### src/rtl/regfile_write_scheduler_if.sv
// Write-port sharing bundle: two requesters plus the CLEAR control,
// and the registered write bundle that drives the register file.
interface regfile_write_scheduler_if #(
  parameter int DATA_WIDTH = 32,
  parameter int ADDR_WIDTH = 5
);
  logic                  Req0, Req1;
  logic [ADDR_WIDTH-1:0] Addr0, Addr1;
  logic [DATA_WIDTH-1:0] Data0, Data1;
  logic                  Gnt0, Gnt1;
  logic                  Clr_Start, Busy, Clr_Done;
  logic                  Write;
  logic [ADDR_WIDTH-1:0] Write_Reg;
  logic [DATA_WIDTH-1:0] Write_Data;

  modport master (
    output Req0, Addr0, Data0, Req1, Addr1, Data1, Clr_Start,
    input  Gnt0, Gnt1, Busy, Clr_Done, Write, Write_Reg, Write_Data
  );

  modport slave (
    input  Req0, Addr0, Data0, Req1, Addr1, Data1, Clr_Start,
    output Gnt0, Gnt1, Busy, Clr_Done, Write, Write_Reg, Write_Data
  );
endinterface

### src/rtl/regfile_write_scheduler.sv
// Round-robin scheduler for the register file's single write port, with a
// CLEAR sequence that zeroes every register one address per cycle.
module regfile_write_scheduler #(
  parameter int DATA_WIDTH   = 32,
  parameter int ADDR_WIDTH   = 5,
  parameter bit ZERO_PROTECT = 1'b1
) (
  input logic                    CLK,
  input logic                    RST,
  regfile_write_scheduler_if.slave bus
);
  typedef enum logic {ARB, CLEAR} state_t;
  localparam logic [ADDR_WIDTH-1:0] CNT_MAX = '1;

  state_t                state_q, state_d;
  logic                  last_gnt_q, last_gnt_d;
  logic [ADDR_WIDTH-1:0] clr_cnt_q, clr_cnt_d;
  logic                  write_q, write_d;
  logic [ADDR_WIDTH-1:0] write_reg_q, write_reg_d;
  logic [DATA_WIDTH-1:0] write_data_q, write_data_d;
  logic                  clr_done_q, clr_done_d;

  logic [1:0]                 req, gnt;
  logic [1:0][ADDR_WIDTH-1:0] addr;
  logic [1:0][DATA_WIDTH-1:0] wdata;
  logic                       arb_ok, gidx;

  assign req   = {bus.Req1, bus.Req0};
  assign addr  = {bus.Addr1, bus.Addr0};
  assign wdata = {bus.Data1, bus.Data0};

  // Clr_Start pre-empts arbitration, so no grant leaks out on the start cycle.
  assign arb_ok = (state_q == ARB) && !bus.Clr_Start;
  assign gnt[0] = arb_ok && req[0] && (!req[1] || last_gnt_q);
  assign gnt[1] = arb_ok && req[1] && (!req[0] || !last_gnt_q);
  assign gidx   = gnt[1];

  always_comb begin
    state_d      = state_q;
    last_gnt_d   = last_gnt_q;
    clr_cnt_d    = clr_cnt_q;
    write_d      = 1'b0;
    write_reg_d  = write_reg_q;
    write_data_d = write_data_q;
    clr_done_d   = 1'b0;
    case (state_q)
      ARB: begin
        if (bus.Clr_Start) begin
          state_d   = CLEAR;
          clr_cnt_d = '0;
        end else if (|gnt) begin
          last_gnt_d = gidx;
          // Protected r0 writes are still granted (consumed) but never issued.
          if (!(ZERO_PROTECT && addr[gidx] == '0)) begin
            write_d      = 1'b1;
            write_reg_d  = addr[gidx];
            write_data_d = wdata[gidx];
          end
        end
      end
      CLEAR: begin
        write_d      = 1'b1;
        write_reg_d  = clr_cnt_q;
        write_data_d = '0;
        clr_cnt_d    = clr_cnt_q + 1'b1;
        if (clr_cnt_q == CNT_MAX) begin
          state_d    = ARB;
          clr_done_d = 1'b1;
        end
      end
      default: state_d = ARB;
    endcase
  end

  always_ff @(posedge CLK or negedge RST) begin
    if (!RST) begin
      state_q      <= ARB;
      last_gnt_q   <= 1'b1;
      clr_cnt_q    <= '0;
      write_q      <= 1'b0;
      write_reg_q  <= '0;
      write_data_q <= '0;
      clr_done_q   <= 1'b0;
    end else begin
      state_q      <= state_d;
      last_gnt_q   <= last_gnt_d;
      clr_cnt_q    <= clr_cnt_d;
      write_q      <= write_d;
      write_reg_q  <= write_reg_d;
      write_data_q <= write_data_d;
      clr_done_q   <= clr_done_d;
    end
  end

  assign bus.Gnt0       = gnt[0];
  assign bus.Gnt1       = gnt[1];
  assign bus.Busy       = (state_q == CLEAR);
  assign bus.Clr_Done   = clr_done_q;
  assign bus.Write      = write_q;
  assign bus.Write_Reg  = write_reg_q;
  assign bus.Write_Data = write_data_q;
endmodule

### src/flat_wrapper.sv
// flat-port wrapper written by rule: the top's interface ports become plain ports
module regfile_write_scheduler_flat 
#(
  parameter int DATA_WIDTH   = 32,
  parameter int ADDR_WIDTH   = 5,
  parameter bit ZERO_PROTECT = 1'b1
)
  (CLK, RST, bus_Req0, bus_Addr0, bus_Data0, bus_Req1, bus_Addr1, bus_Data1, bus_Clr_Start, bus_Gnt0, bus_Gnt1, bus_Busy, bus_Clr_Done, bus_Write, bus_Write_Reg, bus_Write_Data);
  regfile_write_scheduler_if #(.DATA_WIDTH(DATA_WIDTH), .ADDR_WIDTH(ADDR_WIDTH)) bus_i ();
  input logic CLK;
  input logic RST;
  input wire logic [$bits(bus_i.Req0)-1:0] bus_Req0;
  input wire logic [$bits(bus_i.Addr0)-1:0] bus_Addr0;
  input wire logic [$bits(bus_i.Data0)-1:0] bus_Data0;
  input wire logic [$bits(bus_i.Req1)-1:0] bus_Req1;
  input wire logic [$bits(bus_i.Addr1)-1:0] bus_Addr1;
  input wire logic [$bits(bus_i.Data1)-1:0] bus_Data1;
  input wire logic [$bits(bus_i.Clr_Start)-1:0] bus_Clr_Start;
  output wire logic [$bits(bus_i.Gnt0)-1:0] bus_Gnt0;
  output wire logic [$bits(bus_i.Gnt1)-1:0] bus_Gnt1;
  output wire logic [$bits(bus_i.Busy)-1:0] bus_Busy;
  output wire logic [$bits(bus_i.Clr_Done)-1:0] bus_Clr_Done;
  output wire logic [$bits(bus_i.Write)-1:0] bus_Write;
  output wire logic [$bits(bus_i.Write_Reg)-1:0] bus_Write_Reg;
  output wire logic [$bits(bus_i.Write_Data)-1:0] bus_Write_Data;
  assign bus_i.Req0 = bus_Req0;
  assign bus_i.Addr0 = bus_Addr0;
  assign bus_i.Data0 = bus_Data0;
  assign bus_i.Req1 = bus_Req1;
  assign bus_i.Addr1 = bus_Addr1;
  assign bus_i.Data1 = bus_Data1;
  assign bus_i.Clr_Start = bus_Clr_Start;
  assign bus_Gnt0 = bus_i.Gnt0;
  assign bus_Gnt1 = bus_i.Gnt1;
  assign bus_Busy = bus_i.Busy;
  assign bus_Clr_Done = bus_i.Clr_Done;
  assign bus_Write = bus_i.Write;
  assign bus_Write_Reg = bus_i.Write_Reg;
  assign bus_Write_Data = bus_i.Write_Data;
  regfile_write_scheduler #(.DATA_WIDTH(DATA_WIDTH), .ADDR_WIDTH(ADDR_WIDTH), .ZERO_PROTECT(ZERO_PROTECT)) u_core (.CLK(CLK), .RST(RST), .bus(bus_i));
endmodule
### config.mk
export PLATFORM = sky130hd
export DESIGN_NAME = regfile_write_scheduler_flat
export DESIGN_NICKNAME = d
export VERILOG_FILES = /design/src/rtl/regfile_write_scheduler_if.sv /design/src/rtl/regfile_write_scheduler.sv /design/src/flat_wrapper.sv
export SDC_FILE = /design/constraint.sdc
export NUM_CORES = 1
export LEC_CHECK = 0
export BUFFER_PORTS_ARGS = -buffer_cell sky130_fd_sc_hd__buf_2
export CORE_AREA = 2 2 77 79
export CTS_CLUSTER_SIZE = 25
export DETAILED_ROUTE_END_ITERATION = 12
export DIE_AREA = 0 0 79 81
export PLACE_DENSITY = 0.77
export SLEW_MARGIN = 5
export SYNTH_ARGS = -nofsm -noshare
export SYNTH_HDL_FRONTEND = slang
export SYNTH_SLANG_ARGS = --single-unit
### constraint.sdc
create_clock -name CLK -period 2.24 [get_ports CLK]
set_input_delay 0.112 -clock CLK [delete_from_list [all_inputs] [get_ports CLK]]
set_output_delay 0.112 -clock CLK [all_outputs]
set_load 0.1 [all_outputs]
=== After elaboration in Yosys (flattened, before gate mapping) ===
Index checks and enable logic that the tools add are counted.

* Register bits: 46
* Input bits: 79
* Output and inout port bits: 42
* Logic and storage cells: 54

* Add/subtract/negate cells: 1
* Magnitude comparators: 1
* Equal/unequal tests: 5
* Mux-type cells: 23
* Bitwise gates (word level): 2
* Reductions and logical operators: 15

{| class="wikitable"
|+ Operators by type and width
! cell !! number
|-
| $mux 32 || 5
|-
| $pmux 32 s2 || 1
|-
| $mux 5 || 6
|-
| $pmux 5 s2 || 2
|-
| $ne 2x2->1 const B || 4
|-
| $mux 1 || 7
|-
| $reduce_and 3->1 || 2
|-
| $add 5x1->5 const B || 1
|-
| $eq 5x5->1 const B || 1
|-
| $logic_and 1x1->1 || 5
|-
| $logic_not 5->1 || 1
|-
| $logic_not 1->1 || 4
|-
| $pmux 1 s2 || 2
|-
| $logic_or 1x1->1 || 2
|-
| $lt 1x2->1 const B || 1
|-
| $not 1->1 || 2
|-
| $reduce_or 2->1 || 1
|}

=== Longest topological paths before layout ===
Gate-level depths: netlist of run 1.

* Word-level depth: 11
* Mapped depth: 7
* Depth with buffers taken out: 5

=== Least setup slack after synthesis of run 1 ===
No wires, ideal clock.

* Kind: register -> output
* From: register u_core.state_q (netlist: u_core.bus.Busy)
* To: output bus_Gnt0
* Arrival: 2.713 ns
* Slack: -0.585 ns
* Cell stages (with the launch flop): 5
* Cell sequence: dfrtp_1 > nor2_4 > o21ai_2 > clkbuf_1 > nor2_1

* Longest elaborated chain between the ends: 4

{| class="wikitable"
|+ Ends and longest elaborated chain
! what !! line !! source
|-
| start: declaration || regfile_write_scheduler.sv:15 || <nowiki>state_t state_q, state_d;</nowiki>
|-
| start signal: assignment || regfile_write_scheduler.sv:85 || <nowiki>state_q <= state_d;</nowiki>
|-
| $not 1->1 || -- ||
|-
| $logic_and 1x1->1 || regfile_write_scheduler.sv:33 || <nowiki>assign arb_ok = (state_q == ARB) && !bus.Clr_Start;</nowiki>
|-
| $logic_and 1x1->1 (2 in series) || regfile_write_scheduler.sv:34 || <nowiki>assign gnt[0] = arb_ok && req[0] && (!req[1] || last_gnt_q);</nowiki>
|-
| end: declaration || flat_wrapper.sv:19 || <nowiki>output wire logic [$bits(bus_i.Gnt0)-1:0] bus_Gnt0;</nowiki>
|}

No other way between the ends.

=== Worst setup path in the final report of run 1 ===
* From: register u_core.state_q (netlist: u_core.bus.Busy)
* To: register u_core.write_data_q[19] (netlist: u_core.bus.Write_Data[19])

* Longest elaborated chain between the ends: 10

{| class="wikitable"
|+ Ends and longest elaborated chain
! what !! line !! source
|-
| $not 1->1 || -- ||
|-
| $logic_and 1x1->1 || regfile_write_scheduler.sv:33 ||
|-
| $logic_and 1x1->1 (2 in series) || regfile_write_scheduler.sv:35 || <nowiki>assign gnt[1] = arb_ok && req[1] && (!req[0] || !last_gnt_q);</nowiki>
|-
| $mux 32 (implied by the code) (2 in series) || regfile_write_scheduler.sv:57 || <nowiki>write_data_d = wdata[gidx];</nowiki>
|-
| $mux 32 || regfile_write_scheduler.sv:54 || <nowiki>if (!(ZERO_PROTECT && addr[gidx] == '0)) begin</nowiki>
|-
| $mux 32 || regfile_write_scheduler.sv:51 || <nowiki>end else if (|gnt) begin</nowiki>
|-
| $mux 32 || regfile_write_scheduler.sv:48 || <nowiki>if (bus.Clr_Start) begin</nowiki>
|-
| $pmux 32 s2 || regfile_write_scheduler.sv:46 || <nowiki>case (state_q)</nowiki>
|-
| end signal: assignment || regfile_write_scheduler.sv:90 || <nowiki>write_data_q <= write_data_d;</nowiki>
|-
| end: declaration || regfile_write_scheduler.sv:20 || <nowiki>logic [DATA_WIDTH-1:0] write_data_q, write_data_d;</nowiki>
|}

Several ways; a longest one is shown, not always the timed one. The select of a mux whose other input is x is not followed.
A chain may end at the register's enable or synchronous reset.

==> Implementation_results.wiki, run 1 <==
{| class="wikitable"
! Metric !! Value
|-
| Outcome || complete, no violations
|-
| Net total in the final layout || 459
|-
| CP Launch Point || u_core.bus.Busy$_DFF_PN0_
|-
| Sequential fraction of the synthesis area || between 40% and 50%
|-
| Grt ovf || 0
|-
| Boundary Pins || 121
|-
| Number of max-cap violations || 0
|-
| Share of the clock period used by the worst path after layout || 82.7%
|-
| Core area || ~5700 sq um
|-
| Sequential cell area || 1150 sq um
|-
| Final Wtd Congestion || 0.805
|-
| Die outline area || 6400 sq um
|-
| Combinational group share of total power || 41.6%
|-
| Clock latency on the worst-skew pair || 0.29 ns
|-
| Filler instances || 519
|-
| Number of antenna violations at the first check in global routing || 0
|-
| Maximum clock frequency || 540 MHz
|-
| CP Launch Type || flop
|-
| Setup fix buffers added after clock tree synthesis || 0
|-
| Power share of the clock group || a little over a fifth
|-
| Internal portion of total power || 1.59 mW
|-
| Number of nets in the synthesized netlist || 345
|-
| Register clock-pin slew on the reported worst setup and hold paths || ~0.08 ns
|-
| Worst ir drop on vdd || ~0.00055 V
|-
| Total number of vias || 2466
|-
| Antenna cells || 0
|-
| Power density over the cells || between 800 and 900 nW/um^2
|-
| Hold_buf cts || 1
|-
| HP Class || in -> reg
|-
| RSZ-0062 raised after global routing || no
|-
| Switching part of the total || 44.4%
|-
| Average instance area after synthesis || between 9 and 10 sq um
|-
| Slew of the pin with the lowest slew margin || 0.859 ns
|-
| Final clock skew || 0.00372 ns
|-
| Remaining routing DRC violations || 0
|-
| Overall routing resource usage || a little over a fifth
|-
| Number of nets with antenna violations after routing || 0
|-
| Design Power || about 2.9 mW
|-
| Area of the multi-input gates || 1290 sq um
|-
| Die X-Extent || 79 um
|-
| Kind of critical path || reg -> reg
|-
| Cells after Synth || 264
|-
| Initial core utilization || 44.9%
|-
| Via count of the first global-routing pass || around 2400
|-
| WP data arrival || 2.05 ns
|-
| Start point of the worst min-delay path || bus_Data1[0]
|-
| Unique cell type count in the Yosys netlist || 38
|-
| Global-route wire length before repair || approximately 11000 um
|-
| CTS resizes || 0
|-
| Relative max-transition margin || 42.7%
|-
| P_sw || 1.27 mW
|-
| Per-cell routed wire length || 15.3 um
|-
| Number of endpoints with negative hold slack in the final report || 0
|-
| Flip-flop and latch count after synthesis || 46
|-
| Leakage power || 1.58 nW
|-
| Fraction of layout instances using a drive strength above 1 || 44.6%
|-
| Setup TNS Final || 0 ns
|-
| Req. time, crit path || 2.44 ns
|-
| Final Max Tran Viols || 0
|-
| Seq pwr share || a little under two fifths
|-
| Clk Tree Root Cell || sky130_fd_sc_hd__clkbuf_8
|-
| # port buffers || 120
|-
| Pin count of the biggest net entering global routing || 40
|-
| Placed wire-length estimate after detailed placement || between 5000 and 6000 um
|-
| Total setup violations reported at the end of the flow || 0
|-
| Die Y || 81 um
|-
| DRC violation total after the first TritonRoute iteration || 141
|-
| CP Max Fanout || 36
|-
| H-tree levels || 2
|-
| Synth warnings || 0
|-
| Reg-to-reg startpoint || u_core.bus.Busy$_DFF_PN0_
|-
| Router iterations before antenna repair || 4
|-
| Routed WL || between 6000 and 7000 um
|-
| Post-detailed-route via-to-cell ratio || around 5.4
|-
| Type of destination of the critical path || flop
|-
| Maximum root-to-sink buffer count || 2
|-
| Fin crit period || 1.85 ns
|-
| Synth Cell Area || around 2500 sq um
|-
| Number of buffers inserted during clock tree synthesis || 5
|-
| Signed area change from the synthesized netlist to the final layout || 30.5%
|-
| Core Rows || 28
|-
| Clock tree from TritonCTS || yes
|-
| Clock net sink count || 46
|}
[stage by stage]
step | cells | util (%) | hold slack [ns] | instance area [sq um] | worst slack [ns]
after floorplan | 264 | - | -0.184 | 2560 | 0.232
after global placement | 445 | 56.5 | 0.274 | 3210 | 0.438
after detailed placement | 445 | 56.5 | 0.272 | 3210 | 0.388
after CTS | 454 | 58.6 | 0.0360 | 3330 | 0.369
after global routing | 454 | 58.6 | 0.0395 | 3330 | 0.220
final | 454 | 58.6 | 0.0457 | 3330 | 0.388
[worst max-delay path, stage by stage, from the launching register on]
cell                       delay, ns
sky130_fd_sc_hd__dfrtp_2        0.43
sky130_fd_sc_hd__nor2_4         0.23
sky130_fd_sc_hd__o21ai_2        0.23
sky130_fd_sc_hd__o31ai_4        0.30
sky130_fd_sc_hd__buf_12         0.24
sky130_fd_sc_hd__nor2_1         0.07
sky130_fd_sc_hd__a311oi_2       0.24
[state kept, by name, indices dropped and copies added (netlist names)]
| signal | flops |
|---|---|
| u_core.bus.Busy | 1 |
| u_core.bus.Clr_Done | 1 |
| u_core.bus.Write | 1 |
| u_core.bus.Write_Data | 32 |
| u_core.bus.Write_Reg | 5 |
| u_core.clr_cnt_q | 5 |
| u_core.last_gnt_q | 1 |
[placed cells by master, fill, tap and decap left out, drive strengths merged]
cell / count
or2: 1
dlygate4sd3: 1
nand2b: 4
bufinv: 1
xor2: 1
xnor2: 1
a21boi: 1
o211ai: 1
or3: 4
and3: 1
or4: 1
nor3: 4
o21a: 1
a21o: 1
a21oi: 18
and2: 2
clkbuf: 7
a22o: 1
o31ai: 10
ha: 2
dfstp: 1
o21ai: 5
a221o: 17
a311oi: 15
dfrtp: 45
buf: 125
mux2i: 2
inv: 2
nand3: 18
nand2: 61
nor2: 25
[cell usage after synthesis]
cell type | n | area [sq um]
sky130_fd_sc_hd__or2_1 | 1 | 6.26
sky130_fd_sc_hd__ha_1 | 2 | 25.0
sky130_fd_sc_hd__buf_4 | 2 | 15.0
sky130_fd_sc_hd__or3_1 | 4 | 25.0
sky130_fd_sc_hd__a22o_1 | 1 | 8.76
sky130_fd_sc_hd__nor2_1 | 22 | 82.6
sky130_fd_sc_hd__o211ai_4 | 1 | 21.3
sky130_fd_sc_hd__a311oi_2 | 15 | 225
sky130_fd_sc_hd__nor2_2 | 1 | 6.26
sky130_fd_sc_hd__dfstp_2 | 1 | 26.3
sky130_fd_sc_hd__a21o_1 | 1 | 7.51
sky130_fd_sc_hd__nand2b_1 | 4 | 25.0
sky130_fd_sc_hd__a21boi_4 | 1 | 18.8
sky130_fd_sc_hd__o21ai_2 | 1 | 8.76
sky130_fd_sc_hd__and2_1 | 2 | 12.5
sky130_fd_sc_hd__a21oi_1 | 18 | 90.1
sky130_fd_sc_hd__dfrtp_1 | 45 | 1130
sky130_fd_sc_hd__nor3_1 | 4 | 20.0
sky130_fd_sc_hd__a221o_2 | 10 | 113
sky130_fd_sc_hd__nand2_1 | 60 | 225
sky130_fd_sc_hd__nand3_1 | 18 | 90.1
sky130_fd_sc_hd__o31ai_4 | 1 | 21.3
sky130_fd_sc_hd__xor2_1 | 1 | 8.76
sky130_fd_sc_hd__xnor2_1 | 1 | 8.76
sky130_fd_sc_hd__o21a_1 | 1 | 7.51
sky130_fd_sc_hd__inv_2 | 1 | 3.75
sky130_fd_sc_hd__clkbuf_1 | 9 | 33.8
sky130_fd_sc_hd__or4_4 | 1 | 11.3
sky130_fd_sc_hd__nand2_2 | 1 | 6.26
sky130_fd_sc_hd__o31ai_1 | 9 | 67.6
sky130_fd_sc_hd__o21ai_0 | 4 | 20.0
sky130_fd_sc_hd__nor2_4 | 2 | 22.5
sky130_fd_sc_hd__buf_6 | 3 | 33.8
sky130_fd_sc_hd__a221o_1 | 7 | 70.1
sky130_fd_sc_hd__buf_2 | 5 | 25.0
sky130_fd_sc_hd__inv_1 | 1 | 3.75
sky130_fd_sc_hd__mux2i_1 | 2 | 20.0
sky130_fd_sc_hd__and3_1 | 1 | 6.26
[kinds of logic (layout without fill, tap and decap cells)]
kind of cell,after synthesis,count (layout),share of synthesized area (%)
flops,46,46,45.2
buf+inv,21,136,4.52
fa+ha+maj,2,2,0.982
mux,2,2,0.786
simple gates,121,121,21.2
xor+xnor,2,2,0.687
compound gates,70,70,26.7
[power groups by stage]
stage	combinational, mW	clock, mW	sequential, mW
after floorplan	0.457	0	1.55
after global placement	1.17	0	1.08
after detailed placement	1.19	0	1.09
after CTS	1.20	0.614	1.07
after global routing	1.28	0.652	1.09
final	1.19	0.600	1.07
[final timing paths]
kind	endpoint	cells after the start	slack, ns
worst max-delay path	u_core.bus.Write_Data[19]$_DFFE_PN0P_	6	0.39
worst min-delay path	u_core.bus.Write_Data[0]$_DFFE_PN0P_	2	0.05
worst max register to register	u_core.bus.Write_Data[19]$_DFFE_PN0P_	6	0.39
worst min register to register	u_core.last_gnt_q$_DFFE_PN1P_	2	0.52
max in group asynchronous	u_core.bus.Write_Data[1]$_DFFE_PN0P_	3	1.14
min in group asynchronous	u_core.bus.Write_Reg[3]$_DFFE_PN0P_	2	0.45
[layer usage]
metal	part of all wire [%]	track usage, %
met1	43	28.1
met2	51	38.4
met3	4.8	3.44
met4	1.4	6.90
met5	0	0
[cell type report]
class	count	area share (%)
multi-input cells	197	38.8
flip-flops and latches	46	34.7
repair buffers	126	20.3
well taps	75	2.82
clock buffers	7	2.29
clock inverters	1	0.903
inverters	2	0.226
No activity file was read; power rests on OpenSTA's default activity.
==> run 2: changes to the inputs <==
--- a/config.mk
+++ b/config.mk
@@ -6,11 +6,11 @@
 export NUM_CORES = 1
 export LEC_CHECK = 0
 export BUFFER_PORTS_ARGS = -buffer_cell sky130_fd_sc_hd__buf_2
-export CORE_AREA = 2 2 77 79
+export CORE_AREA = 2 2 81 83
 export CTS_CLUSTER_SIZE = 25
 export DETAILED_ROUTE_END_ITERATION = 12
-export DIE_AREA = 0 0 79 81
-export PLACE_DENSITY = 0.77
+export DIE_AREA = 0 0 83 85
+export PLACE_DENSITY = 0.73
 export SLEW_MARGIN = 5
 export SYNTH_ARGS = -nofsm -noshare
 export SYNTH_HDL_FRONTEND = slang
==> constraint.sdc (replaced) <==
create_clock -name CLK -period 1.7 [get_ports CLK]
set_input_delay 0.085 -clock CLK [delete_from_list [all_inputs] [get_ports CLK]]
set_output_delay 0.085 -clock CLK [all_outputs]
set_load 0.1 [all_outputs]
==> Implementation_results.wiki, run 2 (synthesis gave the netlist of run 1 again) <==
{| class="wikitable"
! Metric !! Value
|-
| Placed wire-length estimate after detailed placement || 5130 um (was 5010 um)
|-
| CP Max Fanout || 6 (was 36)
|-
| WP data arrival || 1.88 ns (was 2.05 ns)
|-
| Net total in the final layout || 486 (was 459)
|-
| Boundary Pins || 121 (unchanged)
|-
| Clock net sink count || 46 (unchanged)
|-
| Per-cell routed wire length || 15.8 um (was 15.3 um)
|-
| Outcome || complete, no violations (unchanged)
|-
| Slowest-stage cell, CP || sky130_fd_sc_hd__dfstp_2 (was sky130_fd_sc_hd__dfrtp_2)
|-
| Total setup violations reported at the end of the flow || 0 (unchanged)
|-
| CP Launch Type || flop (unchanged)
|-
| Die outline area || 7060 sq um (was 6400 sq um)
|-
| Ordered cell list for the critical path || a21boi_4 > o31ai_4 > buf_6 > buf_12 > nor2_1 > a311oi_2 (was nor2_4 > o21ai_2 > o31ai_4 > buf_12 > nor2_1 > a311oi_2)
|-
| DRC violation total after the first TritonRoute iteration || 101 (was 141)
|-
| Pin count of the biggest net entering global routing || 40 (unchanged)
|-
| Number of endpoints with negative hold slack in the final report || 0 (unchanged)
|-
| Core Rows || 29 (was 28)
|-
| Number of buffers inserted during clock tree synthesis || 5 (unchanged)
|-
| Grt ovf || 0 (unchanged)
|-
| Family with the most delay on the worst path || compound AO/OA/AOI/OAI gates (unchanged)
|-
| Remaining routing DRC violations || 0 (unchanged)
|-
| Clk Tree Root Cell || sky130_fd_sc_hd__clkbuf_8 (unchanged)
|-
| Die X-Extent || 83 um (was 79 um)
|-
| Placed cell count || 457 (was 445)
|-
| Clock latency on the worst-skew pair || 0.30 ns (was 0.29 ns)
|-
| Initial core utilization || 41.1% (was 44.9%)
|-
| Placement-stage cell area || 3370 sq um (was 3210 sq um)
|-
| Signed area change from the synthesized netlist to the final layout || 46.3% (was 30.5%)
|-
| Total number of vias || 2595 (was 2466)
|-
| # port buffers || 120 (unchanged)
|-
| Setup TNS Final || 0 ns (unchanged)
|-
| Maximum clock frequency || 589 MHz (was 540 MHz)
|-
| Final Max Tran Viols || 0 (unchanged)
|-
| RSZ-0062 raised after global routing || yes (was no)
|-
| Clock tree from TritonCTS || yes (unchanged)
|-
| Share of the clock period used by the worst path after layout || 99.8% (was 82.7%)
|-
| HP Class || in -> reg (unchanged)
|-
| Antenna cells || 0 (unchanged)
|-
| Fin crit period || 1.70 ns (was 1.85 ns)
|-
| Final design area excluding fillers || 3730 sq um (was 3330 sq um)
|-
| Power density over the cells || 1050 nW/um^2 (was 862 nW/um^2)
|-
| Via count of the first global-routing pass || 2351 (was 2384)
|-
| Router iterations before antenna repair || 5 (was 4)
|-
| Number of standard cells in the final layout excluding fillers || 483 (was 454)
|-
| Req. time, crit path || 1.89 ns (was 2.44 ns)
|-
| H-tree levels || 2 (unchanged)
|-
| Leakage power || 1.77 nW (was 1.58 nW)
|-
| Global-route wire length before repair || 11200 um (about the same)
|-
| Filler instances || 530 (was 519)
|-
| Post-detailed-route via-to-cell ratio || 5.37 (was 5.43)
|-
| Most frequent standard cell in the layout excluding fill and tap cells || sky130_fd_sc_hd__buf_2 (unchanged)
|-
| Kind of critical path || reg -> reg (unchanged)
|-
| Core area || 6200 sq um (was 5680 sq um)
|-
| Routed WL || 7610 um (was 6950 um)
|-
| Overall routing resource usage || 19.4% (was 21.9%)
|-
| Maximum root-to-sink buffer count || 2 (unchanged)
|-
| Highest-count cells in the layout ignoring fill and taps || sky130_fd_sc_hd__buf_2 (117), sky130_fd_sc_hd__nand2_1 (60), sky130_fd_sc_hd__dfrtp_1 (44) (was sky130_fd_sc_hd__buf_2 (119), sky130_fd_sc_hd__nand2_1 (60), sky130_fd_sc_hd__dfrtp_1 (44))
|-
| Number of nets with antenna violations after routing || 0 (unchanged)
|-
| Worst path max stage delay || 0.59 ns (was 0.43 ns)
|-
| Final clock skew || 0.00616 ns (was 0.00372 ns)
|-
| Number of antenna violations at the first check in global routing || 0 (unchanged)
|-
| Slew of the pin with the lowest slew margin || 0.549 ns (was 0.859 ns)
|-
| Number of max-cap violations || 0 (unchanged)
|-
| Fraction of layout instances using a drive strength above 1 || 51.0% (was 44.6%)
|-
| Die Y || 85 um (was 81 um)
|-
| Worst ir drop on vdd || 0.000716 V (was 0.000551 V)
|-
| Count of buffering cells on the critical path with inverters included || 2 (was 1)
|-
| Register clock-pin slew on the reported worst setup and hold paths || 0.08 ns (about the same)
|-
| Final Wtd Congestion || 0.779 (was 0.805)
|-
| Type of destination of the critical path || flop (unchanged)
|-
| Flip-flop count of the largest register, all copies and words added || 32 (unchanged)
|-
| Relative max-transition margin || 63.4% (was 42.7%)
|-
| Final core utilization || 60.1% (was 58.6%)
|}
run 2: cell count changes in the layout (fill, tap and decap cells not counted), sizes merged:
| cell | change |
|---|---|
| buf | +24 |
| inv | -1 |
| bufinv | -1 |
| clkinv | +2 |
| clkbuf | +3 |
run 2: metal layers:
metal / track usage (%) / vias up / wire [um] / share of wire, %
met5: 0 / - / 0 / 0
met1: 26.1 / 1245 / 3240 / 43
met2: 32.3 / 94 / 3840 / 51
met3: 3.60 / 10 / 421 / 5.5
li1: - / 1246 / - / -
met4: 5.37 / 0 / 103 / 1.4
run 2: cell type report:
| class | instances | area, sq um | share of cell area (%) |
|---|---|---|---|
| inverters | 2 | 12.5 | 0.335 |
| clock inverters | 1 | 5.00 | 0.134 |
| flip-flops and latches | 46 | 1160 | 31.0 |
| multi-input cells | 197 | 1360 | 36.4 |
| clock buffers | 7 | 86.3 | 2.31 |
| repair buffers | 153 | 1020 | 27.3 |
| well taps | 77 | 96.3 | 2.58 |
run 2: what timing repair did:
action,in CTS,in global routing
pin swaps,1,2
endpoints found under the setup margin,22,29
resized for setup,4,18
cloned,0,3
buffers inserted,3,11
hold endpoints to repair,21,0
hold buffers,1,0
run 2: per-stage QoR:
stage | hold slack [ns] | total power, mW | worst slack (ns)
6_report | 0.0152 | 3.91 | 0.00331
5_1_grt | 0.00896 | 4.11 | -0.0603
4_1_cts | 0.00479 | 3.81 | 0.00462
3_5_place_dp | 0.0966 | 3.10 | -0.112
3_3_place_gp | 0.0892 | 3.06 | -0.0145
2_1_floorplan | -0.211 | 2.66 | -0.155
run 2: final timing paths:
check	cells after the start	from	slack, ns	endpoint
max	6	u_core.last_gnt_q$_DFFE_PN1P_	0.003	u_core.bus.Write_Data[20]$_DFFE_PN0P_
min	2	bus_Data1[2]	0.02	u_core.bus.Write_Data[2]$_DFFE_PN0P_
max reg2reg	6	u_core.last_gnt_q$_DFFE_PN1P_	0.003	u_core.bus.Write_Data[20]$_DFFE_PN0P_
min reg2reg	1	u_core.bus.Write_Data[28]$_DFFE_PN0P_	0.54	u_core.bus.Write_Data[28]$_DFFE_PN0P_
max in group asynchronous	3	RST	0.80	u_core.bus.Busy$_DFF_PN0_
min in group asynchronous	2	RST	0.30	u_core.bus.Write_Data[27]$_DFFE_PN0P_
run 2: report_power, final:
group | switching, mW | internal [mW]
clock network | 0.357 | 0.328
logic | 1.25 | 0.561
registers | 0.146 | 1.27
